## config.mk

```make
export PLATFORM = sky130hd
export DESIGN_NAME = modmul_seq
export DESIGN_NICKNAME = d
export VERILOG_FILES = /design/src/rtl/modmul_pkg.sv /design/src/rtl/modmul_step.sv /design/src/rtl/modmul_seq.sv
export SDC_FILE = /design/constraint.sdc
export NUM_CORES = 1
export LEC_CHECK = 0
export BUFFER_PORTS_ARGS = -buffer_cell sky130_fd_sc_hd__buf_2
export CORE_MARGIN = 2
export CORE_UTILIZATION = 60
export CTS_CLUSTER_DIAMETER = 50
export DETAILED_ROUTE_END_ITERATION = 7
export PLACE_DENSITY = 0.93
export SYNTH_ARGS = -nofsm -noshare
export SYNTH_HDL_FRONTEND = slang
export SYNTH_SLANG_ARGS = --single-unit
```

## constraint.sdc

```tcl
create_clock -name clk -period 8.2 [get_ports clk]
set_clock_uncertainty 0.15 [all_clocks]
set_input_delay 1.64 -clock clk [delete_from_list [all_inputs] [get_ports clk]]
set_output_delay 1.64 -clock clk [all_outputs]
set_load 0.005 [all_outputs]
```

## src/rtl/modmul_pkg.sv

```systemverilog
// Shared definitions for the modmul_seq engine.
//   state_t  : controller states (IDLE, MUL, DONE)
//   OP_MUL / OP_ADD : encoding of the op request field
//   wide_t   : widest intermediate (MAX_W+1 bits) used by the reduce helper
//   reduce() : single conditional subtraction, t >= n ? t - n : t
package modmul_pkg;

  typedef enum logic [1:0] {
    IDLE,
    MUL,
    DONE
  } state_t;

  localparam logic OP_MUL = 1'b0;
  localparam logic OP_ADD = 1'b1;

  localparam int unsigned MAX_W = 32;

  typedef logic [MAX_W:0] wide_t;

  // Brings a value in [0, 2n) back into [0, n).
  function automatic wide_t reduce(input wide_t t, input wide_t n);
    return (t >= n) ? t - n : t;
  endfunction

endpackage

```

## src/rtl/modmul_step.sv

```systemverilog
// One interleaved multiply step: next = ((2*acc mod n) + b_bit*a) mod n.
// Combinational; requires acc < n and a < n so one subtraction per stage suffices.
//   acc   : running accumulator (W)
//   a     : multiplicand (W)
//   n     : modulus (W)
//   b_bit : current multiplier bit, MSB first
//   next  : updated accumulator (W)
module modmul_step
  import modmul_pkg::*;
#(
  parameter int unsigned W = 8
) (
  input  logic [W-1:0] acc,
  input  logic [W-1:0] a,
  input  logic [W-1:0] n,
  input  logic         b_bit,
  output logic [W-1:0] next
);

  logic [W:0] dbl;
  wide_t      addend;

  always_comb begin
    dbl    = (W+1)'(reduce(wide_t'({acc, 1'b0}), wide_t'(n)));
    addend = b_bit ? wide_t'(a) : '0;
    next   = W'(reduce(wide_t'(dbl) + addend, wide_t'(n)));
  end

endmodule

```

## src/rtl/modmul_seq.sv

```systemverilog
// Sequential modular engine: c = a*b mod n (op=0, one multiplier bit per
// cycle, MSB first) or c = (a+b) mod n (op=1, single cycle).
// Requests with n==0, a>=n or b>=n are rejected with err=1, c=0.
//   clk, rst        : clock, synchronous active-high reset
//   in_valid/ready  : request handshake; in_ready high only in IDLE
//   op, a, b, n     : request fields, sampled on acceptance only
//   out_valid/ready : result handshake; c/err held while out_valid
//   busy            : high while the multiply loop runs
module modmul_seq
  import modmul_pkg::*;
#(
  parameter int unsigned W = 8
) (
  input  logic         clk,
  input  logic         rst,
  input  logic         in_valid,
  output logic         in_ready,
  input  logic         op,
  input  logic [W-1:0] a,
  input  logic [W-1:0] b,
  input  logic [W-1:0] n,
  output logic         out_valid,
  input  logic         out_ready,
  output logic [W-1:0] c,
  output logic         err,
  output logic         busy
);

  localparam int unsigned IW = $clog2(W);

  state_t          state, state_nx;
  logic [W-1:0]    a_r, b_r, n_r, acc_r, c_r;
  logic [IW-1:0]   idx_r;
  logic            err_r;
  logic            accept;
  logic            range_err;
  logic [W-1:0]    step_next;

  assign accept    = in_valid && (state == IDLE);
  assign range_err = (n == '0) || (a >= n) || (b >= n);

  modmul_step #(.W(W)) u_step (
    .acc   (acc_r),
    .a     (a_r),
    .n     (n_r),
    .b_bit (b_r[idx_r]),
    .next  (step_next)
  );

  // State register
  always_ff @(posedge clk) begin
    if (rst) state <= IDLE;
    else     state <= state_nx;
  end

  // Next-state logic
  always_comb begin
    state_nx = state;
    unique case (state)
      IDLE: if (accept) state_nx = (!range_err && op == OP_MUL) ? MUL : DONE;
      MUL:  if (idx_r == '0) state_nx = DONE;
      DONE: if (out_ready) state_nx = IDLE;
      default: state_nx = IDLE;
    endcase
  end

  // Outputs
  always_comb begin
    in_ready  = (state == IDLE);
    busy      = (state == MUL);
    out_valid = (state == DONE);
    c         = c_r;
    err       = err_r;
  end

  // Datapath
  always_ff @(posedge clk) begin
    if (rst) begin
      a_r   <= '0;
      b_r   <= '0;
      n_r   <= '0;
      acc_r <= '0;
      idx_r <= '0;
      c_r   <= '0;
      err_r <= 1'b0;
    end else begin
      unique case (state)
        IDLE: if (accept) begin
          a_r   <= a;
          b_r   <= b;
          n_r   <= n;
          acc_r <= '0;
          idx_r <= IW'(W - 1);
          err_r <= range_err;
          if (range_err)        c_r <= '0;
          else if (op == OP_ADD) c_r <= W'(reduce(wide_t'(a) + wide_t'(b), wide_t'(n)));
          else                   c_r <= '0;
        end
        MUL: begin
          acc_r <= step_next;
          idx_r <= idx_r - 1'b1;
          if (idx_r == '0) c_r <= step_next;
        end
        default: ;
      endcase
    end
  end

endmodule

```

==> flow_summary.yaml, run 1 <==
final_layout:
  drive_gt1_frac: 0.112
  multi_input_area_sq_mm: 0.00319
  fin_util: 0.679
  nets: 682
  syn_to_final_growth_pct: 8.50
  fin_cells: 686
  n_antenna_cell: 0
  ff_latch_area_sq_um: 921
  fillCellCount: 585
grt:
  grt_use_total: 0.323
  gr-total-overflow: 0
  grt_max_degree: 42
  antenna_found_initial: 0
  grt_pass1_wl_microns: 19600
  grt_pass1_vias: 4113
timing:
  rsz0062_at_grt: "no"
  finalMaxSlewViolations: 0
  fin_tns_setup_ns: 0
  relSlewSlack: 0.291
  whs_ns: 0.307
  post-route-min-period_ns: 6.12
  finalCritPeriodShare: 0.747
  fmaxAchievable_mhz: 163
  tightest_slew_ns: 1.06
  hold_violations: 0
  setup_viol: 0
route:
  drt_first_iter_violations: 314
  routed_via_density: 6.40
  firstDrtPassIters: 5
  ant_nets: 0
  wire_per_inst_microns: 18.1
  vias: 4388
  routed_wirelength_microns: 12400
  remaining_drc_errors: 0
clock_network:
  cts_setup_buffers: 0
  ctsHoldBuffers: 0
  cts.sinks: 46
  cts-buffers-inserted: 5
  clockRootBuffer: "clkbuf_8"
  ctsResizeCount: 0
  htreeDepth: 2
  cts_tree: "built"
  clk-insertion-delay-late_ns: 0.31
  clkSlewWorstSetupHoldPaths_ns: 0.11
  cts.path.max_buffers: 2
power_and_ir_drop:
  power_density_mw_per_mm2: 228
  clkPwrFrac: 0.142
  combPwrFrac: 0.620
  p_leak_nw: 2.08
  ir_drop_mv: 0.179
  p_sw_frac: 0.465
  power.net_switching_uw: 495
  power_frac_seq: 0.238
  fin_total_pwr_mw: 1.06
  intPower_uw: 569
critical_path:
  end_kind: "register"
  cp.arrival_ns: 6.17
  worstSetupStartpointType: "register"
  r2r-start: "n_r[1]"
  cp.required_ns: 8.24
  worst-setup-path-type: "register to register"
  cp-startpoint: "n_r[1]"
  path_max_fanout: 13
placed_design:
  place.gp.congestion: 0.953
  placedCellCount: 678
  dpl.hpwl_microns: 10100
  portBuffers: 40
floorplan:
  die_h_microns: 88.6
  ios: 41
  die-width_microns: 88.6
  start_util: 0.626
  row_count: 30
  fp.dieArea_sq_mm: 0.00786
  core_area_sq_mm: 0.00687
synth:
  synth_edf_count: 0
  postSynthAreaPerCell_sq_um: 7.73
  ys_seq_area_frac: 0.214
  async_flop_share: 0
  synth_nets: 649
  netlist_instances: 556
  ys_types: 56
  synthFlopType: "dfxtp_1"
  ys_seq_elements: 46
  syn_area_sq_mm: 0.00430
  yosys_warnings: 0
min_path:
  min_path_type: "register to register"
  worstHoldStart: "a_r[0]"
run_status:
  status: "completed"
flow_run:
  drv_cap: 0
## registers in the layout, summed over array words and instances, names as in the netlist
name and flops:
idx_r 3, c 8, state 2, err 1
acc_r 8, b_r 8, a_r 8, n_r 8
## routing by layer
metal  track usage  up-vias  part of all wire
met4         0.121        0             0.031
met1         0.411     2064              0.42
met5             0        -                 0
met2         0.561      217              0.48
li1              -     2076                 -
met3        0.0336       31             0.073
## logic make-up after synthesis
kind of cell,synth area share
and+or+nand+nor,0.225
AOI/OAI and AO/OA,0.244
adders and majority gates,0.195
buffers and inverters,0.0428
DFF,0.214
xor gates and xnor gates,0.0367
muxes,0.0419
## final timing paths
| path | end | cells after the start | slack [ns] |
|---|---|---|---|
| worst min-delay path | a_r[0] | 2 | 0.31 |
| worst min register to register | a_r[0] | 2 | 0.31 |
| worst max-delay path | c[2] | 22 | 2.08 |
| worst max register to register | c[2] | 22 | 2.08 |
## power groups by stage
stage / Sequential (mW) / Clock (mW) / Combinational, mW
2_1_floorplan: 0.254 / 0 / 0.494
3_3_place_gp: 0.257 / 0 / 0.621
3_5_place_dp: 0.258 / 0 / 0.640
4_1_cts: 0.253 / 0.151 / 0.643
5_1_grt: 0.255 / 0.160 / 0.716
6_report: 0.254 / 0.151 / 0.660
## metrics by stage
| step | instance area, sq um | setup slack, ns |
|---|---|---|
| after floorplan | 4300 | 2.83 |
| after global placement | 4570 | 2.36 |
| after detailed placement | 4570 | 2.17 |
| after CTS | 4660 | 2.16 |
| after global routing | 4660 | 1.64 |
| final | 4660 | 2.08 |
## worst max-delay path, cell delays in order, from the launching register on
cell and delay (ns):
dfxtp_1 0.38, inv_1 0.12, ha_1 0.32, ha_1 0.17, or3_1 0.38, o32ai_2 0.27
nor2_1 0.09, nor2_1 0.56, nor2_1 0.10, ha_1 0.25, fa_1 0.41, a21o_1 0.19
nand4_1 0.13, nand3_1 0.11, xnor2_1 0.36, ha_1 0.35, a21oi_1 0.17, nand2_1 0.06
o21ai_0 0.25, a21o_1 0.32, o31ai_4 0.20, mux2_2 0.34, a221o_2 0.33
## area by class of cell
| type | instances | area share |
|---|---|---|
| clock buffers | 5 | 0.0148 |
| clock inverters | 3 | 0.00617 |
| inverters | 35 | 0.0282 |
| multi-input cells | 461 | 0.685 |
| flip-flops and latches | 46 | 0.197 |
| well taps | 96 | 0.0258 |
| repair buffers | 40 | 0.0429 |
## synth_stat cells (5+ instances only)
cell type  instances  area share
nand4_1            6      0.0087
nand2_1           84       0.073
o31a_1             6       0.012
ha_1              59        0.17
fa_1               5       0.023
a21o_1            10       0.017
nand2b_1           7       0.010
a211o_1            6       0.012
xnor2_1           14       0.029
a22o_1             5       0.010
nor3_1            18       0.021
nand3_1           14       0.016
o211ai_1           5      0.0087
a211oi_1           8       0.014
clkbuf_1          12       0.010
nor2_1            45       0.039
dfxtp_1           46        0.21
a311oi_1           5       0.010
or3_1              6      0.0087
o21a_1            10       0.017
inv_1             35       0.031
o21ai_0           26       0.030
mux2i_1            9       0.021
nor2b_1           14       0.020
a21oi_1           51       0.059
## layout by cell type, fill, tap and decap left out, types with 3 or more instances in the layout
master,count
a211oi_1,8
dfxtp_1,46
nand4_1,6
clkbuf_8,5
nand2_1,84
a211o_1,6
nor3_1,18
xnor2_1,14
nand3_1,14
ha_1,59
inv_1,35
a21oi_1,51
a311oi_1,5
and3_1,4
buf_2,40
nor2_1,45
a22o_1,5
a21o_1,10
xor2_1,4
o21a_1,10
a31oi_1,3
nor2b_1,14
or3_1,6
mux2_2,4
mux2i_1,9
nand2b_1,7
fa_1,5
o21ai_0,26
o211ai_1,5
o31a_1,6
Power figures use the tool's default switching activity.
==> run 2: changes to the inputs <==
clock period = 5.7 ns   (was 8.2 ns; I/O delays follow)
==> flow_summary.yaml, run 2 (synthesized netlist as in run 1, its figures left out) <==
grt:
  grt_pass1_wl_microns: 20700
  antenna_found_initial: 0
  grt_pass1_vias: 4340
  gr-total-overflow: 0
  grt_max_degree: 42
  grt_use_total: 0.343
power_and_ir_drop:
  p_sw_frac: 0.461
  clkPwrFrac: 0.144
  power.net_switching_uw: 725
  power_frac_seq: 0.233
  combPwrFrac: 0.623
  p_leak_nw: 2.10
  ir_drop_mv: 0.200
  power_density_mw_per_mm2: 333
  intPower_uw: 847
critical_path:
  end_kind: "register"
  rrSetupSlack_ns: 0.36
  reg2reg_to: "c[6]"
  cp.required_ns: 5.76
  cp.arrival_ns: 5.40
  worstSetupStartpointType: "register"
  r2r-start: "n_r[1]"
  worst-setup-path-type: "register to register"
  path_max_fanout: 5
  worst-r2r-cell-count: 21
placed_design:
  placedCellCount: 683
  place.gp.congestion: 0.980
  portBuffers: 40
  dpl.hpwl_microns: 10300
min_path:
  min_path_type: "register to register"
  worstHoldStart: "a_r[1]"
  whs_path_depth: 2
  hold_end: "a_r[1]"
floorplan:
  die-width_microns: 88.6
  fp.dieArea_sq_mm: 0.00786
  core_area_sq_mm: 0.00687
  row_count: 30
  start_util: 0.626
  die_h_microns: 88.6
  ios: 41
clock_network:
  cts.sinks: 46
  htreeDepth: 2
  clockRootBuffer: "clkbuf_8"
  cts.path.max_buffers: 2
  cts_tree: "built"
  cts-buffers-inserted: 5
  clk-insertion-delay-late_ns: 0.32
  clkSlewWorstSetupHoldPaths_ns: 0.10
  ctsHoldBuffers: 0
timing:
  tightest_slew_ns: 1.03
  setup_viol: 0
  post-route-min-period_ns: 5.34
  finalCritPeriodShare: 0.937
  relSlewSlack: 0.307
  finalMaxSlewViolations: 0
  hold_violations: 0
  fmaxAchievable_mhz: 187
  fin_tns_setup_ns: 0
  rsz0062_at_grt: "no"
final_layout:
  fin_util: 0.687
  drive_gt1_frac: 0.124
  ff_latch_area_sq_um: 921
  nets: 688
  fillCellCount: 566
  syn_to_final_growth_pct: 9.69
  fin_cells: 692
  final_cell_mix: "84 x nand2_1, 59 x ha_1, 51 x a21oi_1"
  final_common_cell: "nand2_1"
  n_antenna_cell: 0
  multi_input_area_sq_mm: 0.00320
route:
  remaining_drc_errors: 0
  wire_per_inst_microns: 18.5
  ant_nets: 0
  firstDrtPassIters: 6
  routed_via_density: 6.44
  drt_first_iter_violations: 321
  routed_wirelength_microns: 12800
  vias: 4455
run_status:
  status: "completed"
flow_run:
  drv_cap: 0
## run 2: layout make-up
| type | count | share of cell area |
|---|---|---|
| repair buffers | 46 | 0.0520 |
| inverters | 35 | 0.0279 |
| clock buffers | 5 | 0.0146 |
| clock inverters | 3 | 0.00610 |
| multi-input cells | 461 | 0.679 |
| well taps | 96 | 0.0255 |
| flip-flops and latches | 46 | 0.195 |
## run 2: per-stage QoR
step	total power, mW	instance area (sq um)	hold WS [ns]	setup WS [ns]
after global routing	1.67	4720	0.333	0.00839
final	1.57	4720	0.305	0.357
after floorplan	1.08	4300	0.279	0.333
after CTS	1.52	4700	0.308	0.182
after detailed placement	1.30	4600	0.295	0.202
after global placement	1.27	4600	0.291	0.336
## run 2: power groups by stage
stage,clock [mW],sequential (mW),combinational (mW)
CTS,0.225,0.365,0.931
global placement,0,0.370,0.897
detailed placement,0,0.372,0.924
finish,0.227,0.365,0.980
floorplan,0,0.366,0.711
global route,0.235,0.368,1.07
## run 2: worst max path at each step
stage / to / start / slack [ns] / cells after the start
final: c[6] / n_r[1] / 0.36 / 21
after detailed placement: c[2] / n_r[1] / 0.20 / 22
after global placement: c[2] / n_r[1] / 0.34 / 22
after CTS: c[2] / n_r[1] / 0.18 / 22
after global routing: c[2] / n_r[1] / 0.008 / 22
after floorplan: c[2] / n_r[1] / 0.33 / 23
## run 2: metal layers
layer | part of all wire | global-route usage | wire [microns]
met3 | 0.080 | 0.0485 | 1030
met1 | 0.40 | 0.421 | 5170
met2 | 0.47 | 0.583 | 5990
met5 | 0 | 0 | 0
met4 | 0.048 | 0.174 | 615
## run 2: critical path, cell delays in order (launching register included)
cell and delay (ns):
dfxtp_1 0.39, inv_1 0.11, ha_1 0.32, ha_1 0.18, or3_1 0.38, o32ai_2 0.27
nor2_1 0.09, or2_2 0.33, nand2_1 0.08, nand2_1 0.09, fa_1 0.43, a21o_1 0.19
a21oi_1 0.18, xnor2_1 0.20, ha_1 0.35, o21a_1 0.13, o31a_1 0.12, or4_1 0.40
nand3_1 0.18, nand2_1 0.07, mux2_2 0.27, a311oi_1 0.33
## run 2: what timing repair did
| action | CTS | global route |
|---|---|---|
| setup buffers | 0 | 1 |
| setup endpoints to repair | 0 | 11 |
| gates resized for setup | 0 | 3 |
